**src/rtl/uart_tx_fifo.sv**
```systemverilog
// uart_tx_fifo: byte FIFO in front of an 8N1 serial transmitter (LSB first).
// The CPU stalls on txwait only when every FIFO slot is occupied.
//
//   state | meaning
//   IDLE  | line high, waiting for a byte in the FIFO
//   START | start bit (low) for one bit period
//   DATA  | eight data bits, LSB first, one bit period each
//   STOP  | stop bit (high) for one bit period
module uart_tx_fifo #(
  parameter int CLKDIV = 104,
  parameter int DEPTH  = 4,
  parameter int AW     = 2
) (
  input  logic       clk,
  input  logic       rst,
  input  logic       txstart,
  input  logic [7:0] txdata,
  output logic       txwait,
  output logic       tx,
  output logic       busy
);

  localparam int BW = $clog2(CLKDIV);
  localparam logic [BW-1:0] BAUD_LAST = BW'(CLKDIV - 1);
  localparam logic [AW:0]   FULL      = (AW+1)'(DEPTH);

  typedef enum logic [1:0] {IDLE, START, DATA, STOP} state_t;

  state_t        state, state_next;
  logic [BW-1:0] baud_cnt, baud_next;
  logic [2:0]    bit_cnt, bit_next;
  logic [7:0]    shreg, shreg_next;

  logic [7:0]    mem [DEPTH];
  logic [AW-1:0] wr_ptr, rd_ptr;
  logic [AW:0]   count;
  logic          push, pop;

  // txwait depends only on the count register, so there is no path from txstart.
  assign txwait = (count == FULL);
  assign push   = txstart & ~txwait;
  assign pop    = (state == IDLE) && (count != '0);
  assign busy   = (count != '0) || (state != IDLE);

  // FIFO storage; no reset needed since the pointers qualify every read.
  always_ff @(posedge clk) begin
    if (push) mem[wr_ptr] <= txdata;
  end

  // FIFO pointers and occupancy; a simultaneous push and pop leaves count unchanged.
  always_ff @(posedge clk or negedge rst) begin
    if (!rst) begin
      wr_ptr <= '0;
      rd_ptr <= '0;
      count  <= '0;
    end else begin
      if (push) wr_ptr <= wr_ptr + AW'(1);
      if (pop)  rd_ptr <= rd_ptr + AW'(1);
      case ({push, pop})
        2'b10:   count <= count + (AW+1)'(1);
        2'b01:   count <= count - (AW+1)'(1);
        default: count <= count;
      endcase
    end
  end

  // Transmitter state, baud timer, bit counter and shift register.
  always_ff @(posedge clk or negedge rst) begin
    if (!rst) begin
      state    <= IDLE;
      baud_cnt <= '0;
      bit_cnt  <= '0;
      shreg    <= '0;
    end else begin
      state    <= state_next;
      baud_cnt <= baud_next;
      bit_cnt  <= bit_next;
      shreg    <= shreg_next;
    end
  end

  // Next-state logic: each bit period is CLKDIV cycles, ending when the baud timer hits zero.
  always_comb begin
    state_next = state;
    baud_next  = baud_cnt;
    bit_next   = bit_cnt;
    shreg_next = shreg;
    case (state)
      IDLE: begin
        if (pop) begin
          shreg_next = mem[rd_ptr];
          baud_next  = BAUD_LAST;
          state_next = START;
        end
      end
      START: begin
        if (baud_cnt == '0) begin
          baud_next  = BAUD_LAST;
          bit_next   = '0;
          state_next = DATA;
        end else begin
          baud_next = baud_cnt - BW'(1);
        end
      end
      DATA: begin
        if (baud_cnt == '0) begin
          baud_next  = BAUD_LAST;
          shreg_next = {1'b0, shreg[7:1]};
          if (bit_cnt == 3'd7) begin
            state_next = STOP;
          end else begin
            bit_next = bit_cnt + 3'd1;
          end
        end else begin
          baud_next = baud_cnt - BW'(1);
        end
      end
      STOP: begin
        if (baud_cnt == '0) begin
          state_next = IDLE;
        end else begin
          baud_next = baud_cnt - BW'(1);
        end
      end
      default: state_next = IDLE;
    endcase
  end

  // Registered line driver: follows the current state one clock later, glitch-free.
  always_ff @(posedge clk or negedge rst) begin
    if (!rst) begin
      tx <= 1'b1;
    end else begin
      case (state)
        START:   tx <= 1'b0;
        DATA:    tx <= shreg[0];
        default: tx <= 1'b1;
      endcase
    end
  end

endmodule

```
**config.mk**
```make
export PLATFORM = sky130hd
export DESIGN_NAME = uart_tx_fifo
export DESIGN_NICKNAME = d
export VERILOG_FILES = /design/src/rtl/uart_tx_fifo.sv
export SDC_FILE = /design/constraint.sdc
export NUM_CORES = 1
export LEC_CHECK = 0
export ABC_AREA = 1
export BUFFER_PORTS_ARGS = -buffer_cell sky130_fd_sc_hd__buf_2
export CORE_AREA = 2 2 71 73
export DETAILED_ROUTE_END_ITERATION = 6
export DIE_AREA = 0 0 73 75
export GPL_TIMING_DRIVEN = 0
export PLACE_DENSITY = 0.82
export SLEW_MARGIN = 20
export SYNTH_ARGS = -nofsm -noshare
export SYNTH_HDL_FRONTEND = slang
export SYNTH_SLANG_ARGS = --single-unit
export TNS_END_PERCENT = 100
```
**constraint.sdc**
```tcl
create_clock -name clk -period 3.88 [get_ports clk]
set_input_delay 0.194 -clock clk [delete_from_list [all_inputs] [get_ports clk]]
set_output_delay 0.194 -clock clk [all_outputs]
set_load 0.005 [all_outputs]
```
Yosys cells after proc, flatten, opt, wreduce, memory -nomap -nowiden

Memories as Yosys holds them, arrays and structs flattened.
Index checks and enable logic that the tools add are counted.

ROM bits: 0
Memories: 1
RAM bits: 32
Register bits after elaboration: 28
Bits in latches: 0

Bitwise gates (word level): 2
Multiplexer cells: 21
$add $sub $neg: 6
Multiply operators: 0
Div/mod/pow operators: 0
Shift-type cells: 0
$lt $le $gt $ge: 0
Equality and inequality tests: 14
Reductions and logical operators: 14

Memories:

| memory | words | bits a word | read ports | clocked after Yosys merged registers in | wr ports | line | text |
|---|---|---|---|---|---|---|---|
| mem    | 4     | 8           | 1          | 0                                       | 1        | 34   | `logic [7:0] mem [DEPTH];` |

Operators with widths:

| kind                  | number |
|---|---|
| $mux W7               | 3 |
| $pmux W7 S3           | 1 |
| $mux W8               | 2 |
| $pmux W8 S2           | 1 |
| $ne A2 B2 Y1 const B  | 7 |
| $pmux W3 S2           | 2 |
| $mux W2               | 5 |
| $mux W3               | 3 |
| $pmux W2 S4           | 1 |
| $reduce_bool A2 Y1    | 4 |
| $logic_not A7 Y1      | 1 |
| $sub A7 B1 Y7 const B | 1 |
| $add A3 B1 Y3 const B | 2 |
| $eq A2 B2 Y1 const B  | 3 |
| $eq A3 B3 Y1 const B  | 2 |
| $reduce_and A5 Y1     | 1 |
| $add A2 B1 Y2 const B | 2 |
| $eq A2 B1 Y1 const B  | 2 |
| $reduce_and A4 Y1     | 1 |
| $reduce_and A3 Y1     | 1 |
| $reduce_bool A3 Y1    | 1 |
| $sub A3 B1 Y3 const B | 1 |
| $logic_not A2 Y1      | 1 |
| $mux W1               | 2 |
| other kinds (7)       | 7 |

Depth between registers and ports, before layout

Depth after elaboration: 5
Gate-level depth with buffers: 11
Mapped depth without buffers: 11

Least setup slack after synthesis

Ideal clock, no wire load.

Kind: register to register
Start: register count[0]
End: register count[2]
Buffers on the path: 0
Arrival: 1759 ps
Period minus slack after synthesis: 1838 ps
Cell stages (with the launch flop): 11
Data required time: 3801 ps
Path slack: 2042 ps
Cell sequence: dfrtp_1 nor3_1 inv_1 nand2_2 ha_1 inv_1 fa_1 nor2_1 nor2_1 nand2_1 xor2_1

Word-level cells in the longest chain between the ends: 5
Elaborated cells on any way between the ends: 11
Those cells by class: add/sub (2); eq/ne (3); mux (1); bitwise (2); reduce/logical (3)

RTL lines:

| what                                              | line | text |
|---|---|---|
| from (decl)                                       | 36   | `logic [AW:0] count;` |
| from (signal assigned)                            | 60   | `2'b10: count <= count + (AW+1)'(1);` |
| from (signal assigned)                            | 61   | `2'b01: count <= count - (AW+1)'(1);` |
| from (signal assigned)                            | 62   | `default: count <= count;` |
| $eq A3 B3 Y1 *                                    | 40   | `assign txwait = (count == FULL);` |
| net txwait                                        | 18   | `output logic txwait,` |
| $not A1 Y1 *                                      | 41   | `assign push = txstart & ~txwait;` |
| $and A1 B1 Y1 *                                   | 41   |  |
| $eq A2 B1 Y1 or $eq A2 B2 Y1 (tied branches)      | 59   | `case ({push, pop})` |
| $pmux W3 S2 or $reduce_bool A2 Y1 (tied branches) | --   |  |

Mark *: on every way through the listed nets, which the timed path passes. The rest lies on a longest branch.
A chain may end at the register's enable or synchronous reset.

Worst setup path in the final report

Start: register state[0]
End: register count[2]

Word-level cells in the longest chain between the ends: 4
Elaborated cells on any way between the ends: 6
Those cells by class: eq/ne (2); mux (1); reduce/logical (3)

RTL lines:

| what                                              | line | text |
|---|---|---|
| from (decl)                                       | 29   | `state_t state, state_next;` |
| from (signal assigned)                            | 75   | `state <= state_next;` |
| $logic_not A2 Y1 *                                | 42   | `assign pop = (state == IDLE) && (count != '0);` |
| $logic_and A1 B1 Y1 *                             | 42   |  |
| net pop                                           | 37   | `logic push, pop;` |
| $eq A2 B1 Y1 or $eq A2 B2 Y1 (tied branches)      | 59   |  |
| $pmux W3 S2 or $reduce_bool A2 Y1 (tied branches) | --   |  |

Marks and branches as above.

==> results.sh <==
export IMPL_status="finished clean"
export IMPL_path_clk_slew_ns=0.07
export IMPL_cp_required_ns=4.15
export IMPL_wl_per_cell_um=13.22
export IMPL_p_sw_uw=426.8
export IMPL_cts_hold_buf=1
export IMPL_grt_pass1_vias=2021
export IMPL_drive_gt1_frac=0.1382
export IMPL_synth_seq_cells=60
export IMPL_wirelength_mm=5.208
export IMPL_area_growth_pct=11.23
export IMPL_slew_viol_final=0
export IMPL_power_frac_comb=0.140
export IMPL_htreeDepth=3
export IMPL_drt_iter0_drc=180
export IMPL_numCtsBuffers=9
export IMPL_maxSlewHeadroom=0.4732
export IMPL_reg2reg_depth=11
export IMPL_p_int_uw=1136
export IMPL_antenna_found_initial=0
export IMPL_track_usage=0.2088
export IMPL_setup_tns_final_ns=0
export IMPL_nNetsFinal=361
export IMPL_grt_ovfl_total=0
export IMPL_crit_fanout=4
export IMPL_hold_class="input pin to flip-flop"
export IMPL_cts_setup_buffers=0
export IMPL_power_density_mw_per_mm2=472.5
export IMPL_place_ws_ns=1.854
export IMPL_p_clk_frac=0.345
export IMPL_p_sw_frac=0.2730
export IMPL_start_kind="flip-flop"
export IMPL_syn_area_mm2=0.002974
export IMPL_clkSinkCount=60
export IMPL_die_w_um=73
export IMPL_yosys_warnings=0
export IMPL_end_kind="flip-flop"
export IMPL_setup_ws_ns=1.830
export IMPL_grt_max_degree=29
export IMPL_drcViolationCount=0
export IMPL_firstDrtPassIters=4
export IMPL_fp_coreArea_mm2=0.004661
export IMPL_p_total_uw=1563
export IMPL_portBuffers=13
export IMPL_rsz0062_at_grt="no"
export IMPL_crit_type="flip-flop to flip-flop"
export IMPL_hold_depth=1
export IMPL_die_area_mm2=0.005475
export IMPL_hold_violations=0
export IMPL_dr_total_vias=2092
export IMPL_final_area_mm2=0.003308
export IMPL_pwr_share_seq=0.515
export IMPL_cts_root_buf="clkbuf_8"
export IMPL_min_period_ns=2.050
export IMPL_place_congestion=0.8520
export IMPL_synthCells=310
export IMPL_vdd_drop_max_mv=0.3519
export IMPL_ios=14
export IMPL_die_y_um=75
export IMPL_cts_resized=0
export IMPL_cts_tree="yes"
export IMPL_fin_skew_ns=0.006969
export IMPL_clockBufferDepth=2
export IMPL_utilization=0.7098
export IMPL_viasPerCell=5.310
export IMPL_fin_crit_sh=0.5284
export IMPL_dp_hpwl_mm=3.574
export IMPL_syn_nets=336
export IMPL_start_util=0.6381
export IMPL_row_count=25
export IMPL_place_area_mm2=0.003107
export IMPL_clock_latency_ns=0.34
export IMPL_ant_nets=0
export IMPL_maxCapViolCount=0
export IMPL_p_leak_uw=0.001524
export IMPL_ys_seq_area_frac=0.5591
export IMPL_grt_pass1_wl_mm=8.328
export IMPL_num_antenna_cells=0
export IMPL_yosysUniqueCellTypes=31
export IMPL_fill_cells=359
export IMPL_finalSetupViolCount=0
export IMPL_avgSynthCellArea_um2=9.594
export IMPL_fmax_mhz=487.8
export IMPL_critical_path_arrival_ns=2.32
export IMPL_tightest_slew_ns=0.7874
## sequential cells by signal, indices dropped and copies added (netlist names)
signal and count:
mem 32, bit_cnt 3, state 2, shreg 8
tx 1, baud_cnt 7, rd_ptr 2, wr_ptr 2
count 3
## layout make-up
type | count | area, um2 | share of cell area
Sequential cell | 60 | 1663 | 0.5026
Clock buffer | 9 | 123.9 | 0.03744
Inverter | 43 | 161.4 | 0.04879
Clock inverter | 7 | 67.56 | 0.02042
Buffer | 8 | 47.55 | 0.01437
Timing Repair Buffer | 14 | 75.07 | 0.02269
Tap cell | 54 | 67.56 | 0.02042
Multi-Input combinational cell | 199 | 1102 | 0.3332
## cell usage after synthesis (all sizes together)
| library cell | count | area (um2) |
|---|---|---|
| o21ai | 36 | 191.4 |
| xnor2 | 1 | 8.760 |
| a21oi | 8 | 51.30 |
| xor2 | 6 | 52.55 |
| nand4 | 4 | 31.28 |
| a22oi | 2 | 15.01 |
| o31ai | 2 | 15.01 |
| clkbuf | 1 | 3.750 |
| nand3b | 2 | 15.01 |
| nand3 | 10 | 62.56 |
| clkinv | 1 | 3.750 |
| buf | 7 | 43.79 |
| dfrtp | 27 | 675.7 |
| nand2 | 60 | 227.7 |
| fa | 1 | 20.02 |
| nor3 | 1 | 5.000 |
| o22ai | 1 | 6.260 |
| dfstp | 1 | 26.28 |
| inv | 42 | 157.7 |
| o21bai | 1 | 7.510 |
| nor2 | 50 | 217.7 |
| ha | 14 | 175.2 |
| edfxtp | 32 | 960.9 |
## worst paths after layout
| check | start | to | slack [ns] |
|---|---|---|---|
| max | state[0] | count[2] | 1.83 |
| min | txdata[3] | mem[0][3] | 0.07 |
| max reg2reg | state[0] | count[2] | 1.83 |
| min reg2reg | bit_cnt[2] | bit_cnt[2] | 0.49 |
| max in group asynchronous | rst | wr_ptr[1] | 3.06 |
| min in group asynchronous | rst | bit_cnt[2] | 0.41 |
## layer usage
| metal | GRT usage | part of all wire | vias to the layer above |
|---|---|---|---|
| met5 | 0 | 0 | - |
| met4 | 0.1399 | 0.025 | 0 |
| met3 | 0.04150 | 0.036 | 14 |
| met2 | 0.3564 | 0.51 | 43 |
| met1 | 0.2388 | 0.43 | 978 |
| li1 | - | - | 1057 |
## critical path, stage by stage (launching register included)
cell	delay, ns
dfrtp_1	0.43
inv_1	0.12
ha_1	0.26
nand2_1	0.11
inv_1	0.09
ha_1	0.14
inv_1	0.07
fa_1	0.39
nor2_1	0.12
nor2_1	0.05
nand2_1	0.07
xor2_1	0.14
## cell families (layout without fill, tap and decap cells)
kind of cell / count (synthesis) / after routing / synth area share
fa+ha+maj: 15 / 15 / 0.06563
simple gates: 127 / 127 / 0.1881
xor+xnor: 7 / 7 / 0.02061
flops: 60 / 60 / 0.5591
buf+inv: 51 / 81 / 0.07025
compound gates: 50 / 50 / 0.09634
## power groups by stage
stage | combinational, uW | sequential [uW] | clock (uW)
after CTS | 222 | 805 | 547
after global routing | 254 | 812 | 571
final | 218 | 805 | 540
after detailed placement | 220 | 817 | 0
after global placement | 206 | 814 | 0
after floorplan | 156 | 809 | 0
## cells in the final DEF (no fill, tap or decap), drive strengths merged
cell type / count
o21bai: 1
xnor2: 1
nor2: 50
nor3: 1
clkinvlp: 2
dlygate4sd3: 1
dfrtp: 27
o21ai: 36
fa: 1
clkinv: 5
edfxtp: 32
nand2: 60
ha: 14
a21oi: 8
xor2: 6
nand3: 10
dfstp: 1
nand3b: 2
bufinv: 1
inv: 42
a22oi: 2
buf: 20
o31ai: 2
o22ai: 1
nand4: 4
clkbuf: 10
## stage by stage
step / hold slack [ns] / instances
6_report: 0.06544 / 394
2_1_floorplan: -0.1016 / 310
3_3_place_gp: 0.2502 / 377
4_1_cts: 0.05417 / 394
3_5_place_dp: 0.2432 / 377
5_1_grt: 0.06393 / 394
Note: power is estimated with default switching activity, not from simulation.
